### src/rtl/apu_envelope_bank_if.sv
// apu_envelope_bank_if
//   Register-write side and mixer side of the APU envelope bank.
//   N channels, each W bits wide.
//
//   Handshake semantics:
//     set, restart and qframe are single-cycle strobes. They are sampled on
//     every rising m_clock edge. There is no back-pressure and no ready
//     signal: a strobe that is high at an edge is always consumed on that
//     edge. l, d and n only need to be valid in a cycle where some set bit
//     is high.
//
//   Signals:
//     set     [N]   per-channel register-write strobe (latches l, d, n)
//     l             loop flag (also the length-counter halt bit)
//     d             constant-volume flag
//     n       [W]   period / constant volume
//     restart [N]   per-channel start-flag strobe
//     qframe        quarter-frame tick from the frame sequencer
//     Vo      [N*W] packed channel volumes, channel k at [k*W +: W]
//
//   Modports: master = register decode / frame sequencer side,
//             slave  = envelope bank.
interface apu_envelope_bank_if #(
   parameter int N = 3,
   parameter int W = 4
);
   logic [N-1:0]   set;
   logic           l;
   logic           d;
   logic [W-1:0]   n;
   logic [N-1:0]   restart;
   logic           qframe;
   logic [N*W-1:0] Vo;

   modport master (output set, l, d, n, restart, qframe, input Vo);
   modport slave  (input set, l, d, n, restart, qframe, output Vo);
endinterface

### src/rtl/apu_envelope_bank.sv
// apu_envelope_bank
//   Bank of N APU volume-envelope generators. Each channel has a
//   programmable divider that is clocked by the quarter-frame tick. Each
//   channel outputs either a constant volume (d_r=1) or a decaying sawtooth
//   that can optionally loop.
//
//   Ports:
//     m_clock  system clock; all state changes on its rising edge
//     p_reset  asynchronous active-high reset; clears every register
//     bus      apu_envelope_bank_if.slave (register writes, qframe, Vo)
module apu_envelope_bank #(
   parameter int N = 3,
   parameter int W = 4
) (
   input  logic               m_clock,
   input  logic               p_reset,
   apu_envelope_bank_if.slave bus
);

   localparam logic [W-1:0] DECAY_MAX = {W{1'b1}};
   localparam logic [W-1:0] ONE       = W'(1);

   logic [W-1:0]   vo_ch [N];
   logic [N*W-1:0] vo_pack;

   for (genvar k = 0; k < N; k++) begin : g_ch
      logic         l_r;
      logic         d_r;
      logic [W-1:0] n_r;
      logic         start;
      logic [W-1:0] div;
      logic [W-1:0] decay;

      always_ff @(posedge m_clock or posedge p_reset) begin
         if (p_reset) begin
            l_r   <= 1'b0;
            d_r   <= 1'b0;
            n_r   <= '0;
            start <= 1'b0;
            div   <= '0;
            decay <= '0;
         end else begin
            // The tick below reads the pre-edge n_r and l_r. A write in
            // the same cycle therefore only affects later ticks.
            if (bus.set[k]) begin
               l_r <= bus.l;
               d_r <= bus.d;
               n_r <= bus.n;
            end

            if (bus.qframe) begin
               if (start) begin
                  decay <= DECAY_MAX;
                  div   <= n_r;
               end else if (div == '0) begin
                  div <= n_r;
                  if (decay != '0) begin
                     decay <= decay - ONE;
                  end else if (l_r) begin
                     decay <= DECAY_MAX;
                  end
               end else begin
                  div <= div - ONE;
               end
            end

            // A restart that lands on a tick wins over the tick's clear.
            // The restart is then serviced on the following tick.
            if (bus.restart[k]) begin
               start <= 1'b1;
            end else if (bus.qframe && start) begin
               start <= 1'b0;
            end
         end
      end

      assign vo_ch[k] = d_r ? n_r : decay;
   end

   always_comb begin
      vo_pack = '0;
      for (int k = 0; k < N; k++) begin
         vo_pack[k*W +: W] = vo_ch[k];
      end
   end

   assign bus.Vo = vo_pack;

endmodule

### src/flat_wrapper.sv
// flat-port wrapper written by rule: the top's interface ports become plain ports
module apu_envelope_bank_flat 
#(
   parameter int N = 3,
   parameter int W = 4
)
  (m_clock, p_reset, bus_set, bus_l, bus_d, bus_n, bus_restart, bus_qframe, bus_Vo);
  apu_envelope_bank_if #(.N(N), .W(W)) bus_i ();
  input  logic m_clock;
  input  logic p_reset;
  input wire logic [$bits(bus_i.set)-1:0] bus_set;
  input wire logic [$bits(bus_i.l)-1:0] bus_l;
  input wire logic [$bits(bus_i.d)-1:0] bus_d;
  input wire logic [$bits(bus_i.n)-1:0] bus_n;
  input wire logic [$bits(bus_i.restart)-1:0] bus_restart;
  input wire logic [$bits(bus_i.qframe)-1:0] bus_qframe;
  output wire logic [$bits(bus_i.Vo)-1:0] bus_Vo;
  assign bus_i.set = bus_set;
  assign bus_i.l = bus_l;
  assign bus_i.d = bus_d;
  assign bus_i.n = bus_n;
  assign bus_i.restart = bus_restart;
  assign bus_i.qframe = bus_qframe;
  assign bus_Vo = bus_i.Vo;
  apu_envelope_bank #(.N(N), .W(W)) u_core (.m_clock(m_clock), .p_reset(p_reset), .bus(bus_i));
endmodule
### config.mk
export PLATFORM = sky130hd
export DESIGN_NAME = apu_envelope_bank_flat
export DESIGN_NICKNAME = d
export VERILOG_FILES = /design/src/rtl/apu_envelope_bank_if.sv /design/src/rtl/apu_envelope_bank.sv /design/src/flat_wrapper.sv
export SDC_FILE = /design/constraint.sdc
export NUM_CORES = 1
export LEC_CHECK = 0
export CAP_MARGIN = 25
export CORE_ASPECT_RATIO = 1.4
export CORE_MARGIN = 2
export CORE_UTILIZATION = 55
export DETAILED_ROUTE_END_ITERATION = 16
export GPL_TIMING_DRIVEN = 0
export PLACE_DENSITY_LB_ADDON = 0.1
export SETUP_SLACK_MARGIN = 0.1
export SYNTH_ARGS = -nofsm -noshare
export SYNTH_HDL_FRONTEND = slang
export SYNTH_SLANG_ARGS = --single-unit
### constraint.sdc
create_clock -name m_clock -period 4.75 [get_ports m_clock]
set_input_delay 0.7125 -clock m_clock [delete_from_list [all_inputs] [get_ports m_clock]]
set_output_delay 0.7125 -clock m_clock [all_outputs]
set_load 0.05 [all_outputs]
==> results of run 1 <==
[critical path, delay by kind of cell, from the launching register on]
| kind | cells | cell delay [ns] |
|---|---|---|
| multiplexers | 1 | 0.36 |
| buffers and inverters | 1 | 0.70 |
| flip-flops | 1 | 0.48 |
[cell type report]
type / instances / share of cell area, %
Clock inverter: 3 / 2.424
Inverter: 20 / 2.644
Multi-Input combinational cell: 162 / 40.59
Sequential cell: 45 / 39.67
Buffer: 10 / 1.454
Tap cell: 45 / 1.983
Timing Repair Buffer: 24 / 8.814
Clock buffer: 5 / 2.424
[worst min path at each step]
stage	cells after the start	slack [ns]	endpoint	startpoint
final	1	0.51	u_core.g_ch[2].l_r$_DFFE_PP0P_	u_core.g_ch[2].l_r$_DFFE_PP0P_
after CTS	1	0.52	u_core.g_ch[0].decay[0]$_DFFE_PP0P_	u_core.g_ch[0].decay[0]$_DFFE_PP0P_
after global placement	1	0.48	u_core.g_ch[2].l_r$_DFFE_PP0P_	u_core.g_ch[2].l_r$_DFFE_PP0P_
after detailed placement	1	0.50	u_core.g_ch[2].l_r$_DFFE_PP0P_	u_core.g_ch[2].l_r$_DFFE_PP0P_
after floorplan	1	0.46	u_core.g_ch[2].l_r$_DFFE_PP0P_	u_core.g_ch[2].l_r$_DFFE_PP0P_
after global routing	1	0.54	u_core.g_ch[2].l_r$_DFFE_PP0P_	u_core.g_ch[2].l_r$_DFFE_PP0P_
[report_power, final]
group          switching (mW)  internal [mW]
combinational           0.175          0.122
sequential             0.0590          0.437
clock                   0.139          0.212
[logic make-up after synthesis]
group	count (synthesis)	share of synthesized area [%]
AOI/OAI and AO/OA	66	17.82
and+or+nand+nor	60	13.48
DFF	45	47.02
buffers and inverters	30	4.859
muxes	30	13.69
adders and majority gates	6	3.135
[state kept, by name, indices dropped and copies added (netlist names)]
name               cells
u_core.g_ch.n_r       12
u_core.g_ch.l_r        3
u_core.g_ch.d_r        3
u_core.g_ch.decay     12
u_core.g_ch.div       12
u_core.g_ch.start      3
[routing by layer]
layer | share of wire [%] | routed length, um | vias to the layer above
li1 | - | - | 922
met4 | 2.3 | 119 | 0
met1 | 43 | 2229 | 916
met2 | 52 | 2676 | 44
met5 | 0 | 0 | -
met3 | 3.2 | 165 | 12
[placed cells by master, fill, tap and decap left out, types with 9 or more instances in the layout]
cell             synthesis  final
a21oi_1                 17     17
clkdlybuf4s50_1          0     23
dfrtp_1                 45     45
inv_1                   19     18
mux2_1                  22     22
nand2_1                 16     16
nor2_1                  11     11
nor3_1                   9      9
o21ai_1                 10     10
==> flow_summary_export.csv, run 1 <==
group,metric,value,unit
clock_network,cts_tree,"built",
critical_path,crit_path_max_fanout,8,
floorplan,initial_core_util,56.96,%
synth,synth_edf_count,0,
synth,synth_area_leader_cell,"dfrtp_1",
clock_network,hold_buffers,0,
placement,dpl_worst_slack,2.378,ns
drt,drcViolationCount,0,
synth,synth_cells,237,
critical_path,worst_setup_path_start_kind,"flop",
critical_path,r2r-end,"u_core.g_ch[2].decay[2]$_DFFE_PP0P_",
clock_network,clock-sinks,45,
global_routing,grt_usage,23.92,%
timing,whs,0.5144,ns
synth,syn_avg_cell_area,10.10,um2
drt,drt_iter0_drc,119,
synth,synth-main-ff-cell,"dfrtp_1",
cells_and_area,drive_gt1_share,7.063,%
critical_path,cpMaxStageDelayCell,"clkdlybuf4s50_1",
global_routing,overflow,0,
global_routing,grt_pass1_wl,8728,um
placement,placed_cell_area,0.002701,mm2
critical_path,reg2reg_setup_slack,2.90,ns
cells_and_area,design_area,0.002839,mm2
drt,viasPerCell,6.032,
cells_and_area,nets,289,
synth,synth_top_area_share,47.02,%
timing,setup_violations,0,
cells_and_area,fin_util,67.53,%
synth,yosysWarnings,0,
critical_path,cp.arrival,1.85,ns
global_routing,grt_pass1_vias,1966,
drt,drt_wl_total,5190,um
timing,fin_crit,2.558,ns
placement,routabilityCongestion,0.8210,
power_and_ir_drop,p_per_area,403.4,mW/mm2
power_and_ir_drop,power,1.145,mW
synth,synth_fp_nets,258,
clock_network,clockRootBuffer,"clkbuf_8",
critical_path,endpoint,"bus_Vo[2]",
flow_run,cap_viol_max_count,0,
hold_path,hold_path_class,"reg2reg",
critical_path,end_kind,"output pin",
cells_and_area,multi_input_area,0.001152,mm2
timing,hold_viol_final,0,
timing,maxSlewViolCount,0,
critical_path,reg2reg_depth,5,
drt,num_vias,1894,
cells_and_area,final-instance-count-excl-fill,314,
synth,synth_seq_area_share,47.02,%
placement,io_buffers,23,
floorplan,rows,28,
critical_path,max_stage_delay,0.70,ns
critical_path,r2r-start,"u_core.g_ch[2].decay[0]$_DFFE_PP0P_",
timing,grt_setup_unrepaired,"no",
drt,first_pass_iters,4,
critical_path,cp-startpoint,"u_core.g_ch[0].d_r$_DFFE_PP0P_",
drt,ant_nets,0,
clock_network,clkTransAtPathRegs,0.10,ns
synth,synth.most_common_cell,"dfrtp_1",
timing,tns,0,ns
synth,ys_ff_latch,45,
timing,tightest_slew,0.6006,ns
synth,ys_top_cells_by_count,"dfrtp_1 (45), mux2_1 (22), inv_1 (19)",
timing,finClkSkew,0.01382,ns
critical_path,worst_ep_required_time,4.04,ns
synth,ys_types,44,
timing,postLayoutSetupSlackWorst,2.192,ns
cells_and_area,num-fill-cells,343,
power_and_ir_drop,p_leak,1.218,nW
synth,async_flop_share,100.0,%
floorplan,fp.dieW,59.77,um
floorplan,die_area,0.004906,mm2
placement,dpl.cell_count,306,
floorplan,die_h,82.08,um
clock_network,clkLatencyLatePin,0.30,ns
floorplan,core_area,0.004204,mm2
global_routing,met3_usage,4.409,%
global_routing,grt_use_met2,40.65,%
timing,fmax,0.3910,GHz
clock_network,cts_buffers,5,
timing,period_share,53.84,%
run_status,run_status,"completed",
power_and_ir_drop,irDropWorstVdd,260.3,uV
drt,drt-wirelength-per-cell,16.53,um
synth,syn_area,0.002395,mm2
critical_path,path_cells,"mux2_1 > clkdlybuf4s50_1",
critical_path,crit_type,"reg2out",
global_routing,antenna_found_initial,0,
global_routing,grtUsageMet1,29.20,%
synth,yosys-top-cells-area,"dfrtp_1 (47%), mux2_1 (10%), a21oi_1 (3.6%)",
placement,hpwl,3698,um
clock_network,cts_resized,0,
cells_and_area,syn_to_final_growth,18.55,%
global_routing,grt_max_degree,43,
floorplan,ios,27,
global_routing,top_usage_layer,"met2",
cells_and_area,regArea,0.001126,mm2
clock_network,cts_post_setup_buffers_inserted,0,
cells_and_area,insertedDiodeCount,0,
timing,slew-limit-headroom,59.96,%
clock_network,clockBufferDepth,2,
clock_network,htreeDepth,2,
Note: power is estimated with default switching activity, not from simulation.
==> inputs of run 2 (changes only) <==
Clock period 4.75 ns to 2.6 ns, I/O delays scaled along.
==> results of run 2 <==
The final DEF is identical to that of run 1. Status: completed.
Among the figures that moved: setup slack after placement 2.378 ns -> 0.5501 ns; setup slack after layout 2.192 ns -> 0.3649 ns; hold slack 0.5144 ns -> 0.2962 ns; register-to-register setup slack 2.90 ns -> 0.75 ns; total power 1.145 mW -> 2.092 mW; worst IR drop on VDD 260.3 uV -> 475.5 uV
